**src/rtl/pillars_multi_obstacle.sv**
```systemverilog
// Scrolling multi-pillar obstacle: overlays vertical pillars on the pixel stream, pulses done after WAVES respawns.
// Latency: 1 cycle pixel in to pixel out in every state; no backpressure, the pixel stream is never stalled.
module pillars_multi_obstacle #(
    parameter logic [3:0]  SELECT_CODE   = 4'b0000,
    parameter int          PILLAR_COUNT  = 2,
    parameter int          PILLAR_WIDTH  = 21,
    parameter int          SPACING       = 160,
    parameter int          DX            = 1,
    parameter int          FRAME_DIV     = 600,
    parameter int          WAVES         = 10,
    parameter int          DIRECTION     = 0,
    parameter int          ARENA_LEFT    = 351,
    parameter int          ARENA_RIGHT   = 671,
    parameter int          LANE_A_TOP    = 417,
    parameter int          LANE_A_BOTTOM = 617,
    parameter int          LANE_B_TOP    = 317,
    parameter int          LANE_B_BOTTOM = 517,
    parameter logic [11:0] COLOR         = 12'hfff
) (
    input  logic        clk,
    input  logic        rst,
    input  logic [11:0] hcount_in,
    input  logic [11:0] vcount_in,
    input  logic [11:0] rgb_in,
    input  logic        menu_on,
    input  logic        play_selected,
    input  logic [3:0]  selected,
    input  logic        done_in,
    output logic [11:0] rgb_out,
    output logic [11:0] obstacle_x,
    output logic [11:0] obstacle_y,
    output logic        done
);
    localparam logic [11:0] AL        = 12'(ARENA_LEFT);
    localparam logic [11:0] AR        = 12'(ARENA_RIGHT);
    localparam logic [11:0] SPAWN_R   = 12'(ARENA_RIGHT - PILLAR_WIDTH + 1);
    localparam logic [11:0] W_M1      = 12'(PILLAR_WIDTH - 1);
    localparam logic [11:0] STEP      = 12'(DX);
    localparam logic [11:0] A_TOP     = 12'(LANE_A_TOP);
    localparam logic [11:0] A_BOT     = 12'(LANE_A_BOTTOM);
    localparam logic [11:0] B_TOP     = 12'(LANE_B_TOP);
    localparam logic [11:0] B_BOT     = 12'(LANE_B_BOTTOM);
    localparam logic [23:0] TICK_LAST = 24'(FRAME_DIV - 1);
    localparam logic [7:0]  WAVES_W   = 8'(WAVES);

    typedef enum logic {IDLE, DRAW} state_t;

    function automatic logic [11:0] init_left(input int i);
        if (DIRECTION == 0) return 12'(ARENA_RIGHT - PILLAR_WIDTH + 1 + i * SPACING);
        else                return 12'(ARENA_LEFT - i * SPACING);
    endfunction

    state_t                  state_q, state_d;
    logic [23:0]             tick_q, tick_d;
    logic [7:0]              wave_q, wave_d;
    logic [7:0]              nresp;
    logic [11:0]             left_q [PILLAR_COUNT];
    logic [11:0]             left_d [PILLAR_COUNT];
    logic [PILLAR_COUNT-1:0] lane_q, lane_d;
    logic [11:0]             rgb_q, rgb_d, ox_q, ox_d, oy_q, oy_d;
    logic                    done_q, done_d;
    logic                    hit;

    // Off-arena parts of a pillar are clipped by the arena bounds check.
    always_comb begin
        hit = 1'b0;
        for (int i = 0; i < PILLAR_COUNT; i++) begin
            if (hcount_in >= left_q[i] && hcount_in <= left_q[i] + W_M1 &&
                hcount_in >= AL && hcount_in <= AR &&
                (lane_q[i] ? (vcount_in >= B_TOP && vcount_in <= B_BOT)
                           : (vcount_in >= A_TOP && vcount_in <= A_BOT)))
                hit = 1'b1;
        end
    end

    always_comb begin
        state_d = state_q;
        tick_d  = tick_q;
        wave_d  = wave_q;
        left_d  = left_q;
        lane_d  = lane_q;
        nresp   = 8'd0;
        done_d  = 1'b0;
        rgb_d   = rgb_in;
        ox_d    = 12'd0;
        oy_d    = 12'd0;
        case (state_q)
            IDLE: begin
                if (done_in && play_selected && selected == SELECT_CODE) begin
                    state_d = DRAW;
                    tick_d  = 24'd0;
                    wave_d  = 8'd0;
                    for (int i = 0; i < PILLAR_COUNT; i++) begin
                        left_d[i] = init_left(i);
                        lane_d[i] = i[0];
                    end
                end
            end
            DRAW: begin
                if (hit) begin
                    rgb_d = COLOR;
                    ox_d  = hcount_in;
                    oy_d  = vcount_in;
                end
                if (tick_q == TICK_LAST) begin
                    tick_d = 24'd0;
                    for (int i = 0; i < PILLAR_COUNT; i++) begin
                        if (DIRECTION == 0) begin
                            if (left_q[i] <= AL) begin
                                left_d[i] = SPAWN_R;
                                lane_d[i] = ~lane_q[i];
                                nresp     = nresp + 8'd1;
                            end else begin
                                left_d[i] = left_q[i] - STEP;
                            end
                        end else begin
                            if (left_q[i] + W_M1 >= AR) begin
                                left_d[i] = AL;
                                lane_d[i] = ~lane_q[i];
                                nresp     = nresp + 8'd1;
                            end else begin
                                left_d[i] = left_q[i] + STEP;
                            end
                        end
                    end
                    wave_d = wave_q + nresp;
                end else begin
                    tick_d = tick_q + 24'd1;
                end
                // Completion takes priority over an abort in the same cycle.
                if (wave_q >= WAVES_W) begin
                    done_d  = 1'b1;
                    state_d = IDLE;
                end else if (menu_on || !play_selected) begin
                    state_d = IDLE;
                end
            end
            default: state_d = IDLE;
        endcase
    end

    always_ff @(posedge clk) begin
        if (rst) begin
            state_q <= IDLE;
            tick_q  <= 24'd0;
            wave_q  <= 8'd0;
            for (int i = 0; i < PILLAR_COUNT; i++) begin
                left_q[i] <= init_left(i);
                lane_q[i] <= i[0];
            end
            rgb_q  <= 12'd0;
            ox_q   <= 12'd0;
            oy_q   <= 12'd0;
            done_q <= 1'b0;
        end else begin
            state_q <= state_d;
            tick_q  <= tick_d;
            wave_q  <= wave_d;
            left_q  <= left_d;
            lane_q  <= lane_d;
            rgb_q   <= rgb_d;
            ox_q    <= ox_d;
            oy_q    <= oy_d;
            done_q  <= done_d;
        end
    end

    assign rgb_out    = rgb_q;
    assign obstacle_x = ox_q;
    assign obstacle_y = oy_q;
    assign done       = done_q;
endmodule

```
**config.mk**
```make
export PLATFORM = sky130hd
export DESIGN_NAME = pillars_multi_obstacle
export DESIGN_NICKNAME = d
export VERILOG_FILES = /design/src/rtl/pillars_multi_obstacle.sv
export SDC_FILE = /design/constraint.sdc
export NUM_CORES = 1
export LEC_CHECK = 0
export ABC_AREA = 1
export ABC_CLOCK_PERIOD_IN_PS = 8000
export BUFFER_PORTS_ARGS = -buffer_cell sky130_fd_sc_hd__buf_2
export CORE_ASPECT_RATIO = 0.5
export CORE_UTILIZATION = 30
export CTS_CLUSTER_SIZE = 10
export DETAILED_ROUTE_END_ITERATION = 7
export PLACE_DENSITY = 0.43
export SETUP_SLACK_MARGIN = 0.05
export SLEW_MARGIN = 20
export SYNTH_ARGS = -nofsm -noshare
export SYNTH_HDL_FRONTEND = slang
export SYNTH_SLANG_ARGS = --single-unit
export TNS_END_PERCENT = 50
```
**constraint.sdc**
```tcl
create_clock -name clk -period 8 [get_ports clk]
set_clock_uncertainty 0.1 [all_clocks]
set_input_delay 1.2 -clock clk [delete_from_list [all_inputs] [get_ports clk]]
set_output_delay 1.2 -clock clk [all_outputs]
set_load 0.01 [all_outputs]
```
==> flow_metrics.py <==
metrics = {
    "synthesis": {
        "async_flop_share": 0,
        "yosysTopAreaCellShare": 0.3131,
        "synthTopCellsByArea": "dfxtp_1 (31%), nand2_1 (14%), ha_1 (11%)",
        "yosysSeqAreaShare": 0.3131,
        "syn_inst": 916,
        "synth_cell_type_count": 45,
        "syn_avg_cell_area_um2": 6.701,
        "yosys.area.top_type": "dfxtp_1",
        "synth_seq_cells": 96,
        "synth-edff-count": 0,
        "synth_ff_type": "dfxtp_1",
        "yosysWarnings": 0,
        "synth_area_mm2": 0.006138,
    },
    "cts": {
        "cts_tree": "built",
        "cts_sinks": 96,
        "htree_levels": 3,
        "cts_resized": 0,
        "cts_setup_buffers": 0,
        "cts.path.max_buffers": 2,
        "cts_hold_buf": 0,
        "clkLatencyLatePin_ps": 350,
        "clkTransAtPathRegs_ps": 70,
        "ctsRootBufferMaster": "clkbuf_16",
        "numCtsBuffers": 9,
    },
    "sta": {
        "setup_viol": 0,
        "worst_pin_slew_ps": 845.5,
        "fin_ws_ps": 4561,
        "fin_setup_tns_ps": 0,
        "fin_crit_ps": 3439,
        "drv_slew": 0,
        "grt_setup_unrepaired": "no",
        "relSlewSlack": 0.4329,
        "fmax_ghz": 0.2908,
        "period_share": 0.4298,
        "hold_viol_final": 0,
    },
    "detailed_routing": {
        "dr.first_iter.drc_count": 256,
        "wl_um": 16990,
        "wl_per_cell_um": 13.49,
        "routed-via-count": 5832,
        "ant_nets": 0,
        "drcViolationCount": 0,
        "viasPerCell": 4.632,
        "first_pass_iters": 5,
    },
    "pwr": {
        "ir_drop_uv": 104.0,
        "power_mw": 1.060,
        "p_leak_nw": 3.322,
        "powerDensity_mw_per_mm2": 149.6,
    },
    "hold_path": {
        "hp-class": "flop to flop",
    },
    "critical_path": {
        "path_buf_inv": 1,
        "cp_slowest_stage_delay_ps": 390,
        "path_common_cell": "nor2_1",
        "critPathKind": "flop to flop",
        "critPathCaptureType": "flop",
        "crit_arrival_ps": 3610,
        "path_cells": "inv_1 -> o21ai_0 -> nand3_1 -> nor2_1 -> nand3_1 -> xor2_1 -> ha_1 -> nand2_1 -> nor2_1 -> nand2_1 -> nor3b_1 -> nor2_1 -> nor2_1 -> nand2_1 -> nand2_1 -> nand2_2 -> nor2_1",
        "critPathMaxFanout": 32,
        "path_delay_family": "simple AND/OR/NAND/NOR gates",
        "worstPathRequired_ps": 8170,
        "worst_setup_path_start_kind": "flop",
        "critPathSlowestCell": "dfxtp_1",
    },
    "placed_design": {
        "place_ws_ps": 4481,
        "port-buffer-count": 81,
        "dpl.hpwl_um": 13000,
        "gp_congestion": 0.7940,
    },
    "layout": {
        "nets": 1088,
        "syn_to_final_growth_pct": 15.41,
        "antennaDiodeCount": 0,
        "final_layout_size_suffix_gt1_frac": 0.1229,
    },
    "floorplan": {
        "fp.dieArea_mm2": 0.02107,
        "start_util": 0.3111,
        "core_area_mm2": 0.01973,
        "fp-row-count": 36,
        "die_w_um": 204.3,
        "die_height_um": 103.1,
        "num_io_pins": 82,
    },
    "grt": {
        "grt_pass1_vias": 5332,
        "antenna_found_initial": 0,
        "grt_max_degree": 36,
        "grt_pass1_wl_um": 27590,
        "grt_overflow_total": 0,
        "grt_usage": 0.1677,
    },
    "outcome": {
        "status": "finished clean",
    },
    "run": {
        "maxCapViolCount": 0,
    },
}
## cells in the final DEF, fill, tap and decap left out, types with 3 or more instances in the layout
master and instances:
nor3_1 14, o21ai_1 4, nor4_1 4, a21oi_1 63
xor2_1 23, ha_1 54, nand4_1 32, o21ai_0 36
nand3b_1 3, nor2_1 115, nand3_1 62, inv_1 116
nand2_2 3, nand2_1 222, o211ai_1 7, clkbuf_16 9
buf_2 81, conb_1 4, dfxtp_1 96, inv_2 8
## power breakdown
group	switching (mW)	internal [mW]
Sequential	0.00262	0.483
Combinational	0.0568	0.0321
Clock	0.201	0.284
## cell usage after synthesis (3+ instances only)
library cell    n
buf_2           8
nand4_1        32
dfxtp_1        96
ha_1           54
nor3_1         14
nand2_2         3
buf_6           3
o21ai_1         4
o21ai_0        36
xor2_1         23
inv_1         116
nor2_1        115
nor4_1          4
o211ai_1        7
clkbuf_1        8
nand3_1        62
inv_2           8
a21oi_1        63
nand2_1       222
nand3b_1        3
## path summary, 6_finish.rpt
check	start	slack, ps	end	depth (start not counted)
setup / recovery	left_q[2]	4560	obstacle_y[4]	17
hold / removal	wave_q[0]	370	wave_q[0]	2
hold reg to reg	wave_q[0]	370	wave_q[0]	2
setup reg to reg	left_q[2]	4560	obstacle_y[4]	17
## tightest hold or removal path: stages (launching register included)
cell and delay (ps):
dfxtp_1 320, nand2_1 60, a21oi_1 50
## layout make-up
class,instances,area [um2]
clock buffer,10,239.0
clock inverter,6,92.59
fill,2186,12640
inverter,127,481.7
multi-input combinational,672,3603
sequential,96,1922
tap,266,332.8
timing repair buffer,82,412.9
## layer usage
metal | vias up | global-route usage | part of all wire
met4 | 0 | 0.03617 | 0.0075
met1 | 2623 | 0.2346 | 0.54
met3 | 10 | 0.03445 | 0.038
met5 | - | 0 | 0
met2 | 90 | 0.2654 | 0.41
li1 | 3109 | - | -
## flip-flops by register name, indices dropped and copies added (netlist names)
name / cells
left_q: 24
tick_q: 24
obstacle_x: 12
obstacle_y: 12
rgb_out: 12
wave_q: 8
lane_q: 2
done: 1
state_q: 1
## per-stage QoR
step	instance area, um2	hold slack, ps	cells	utilization
detailed placement	6753	356.5	1243	0.3423
CTS	7084	373.9	1259	0.3591
finish	7084	370.4	1259	0.3591
global placement	6753	357.2	1243	0.3423
global route	7084	410.8	1259	0.3591
floorplan	6150	342.4	919	-
## cell families (layout without fill, tap and decap cells)
kind of cell | count (synthesis) | count (layout) | share of synthesized area
and+or+nand+nor | 470 | 470 | 0.3320
buffers and inverters | 151 | 225 | 0.1017
DFF | 96 | 96 | 0.3131
adders and majority gates | 55 | 55 | 0.1133
xor gates and xnor gates | 23 | 23 | 0.03282
other | 1 | 4 | 0.0006109
AOI/OAI and AO/OA | 120 | 120 | 0.1064
(Power assumes the default switching activity.)
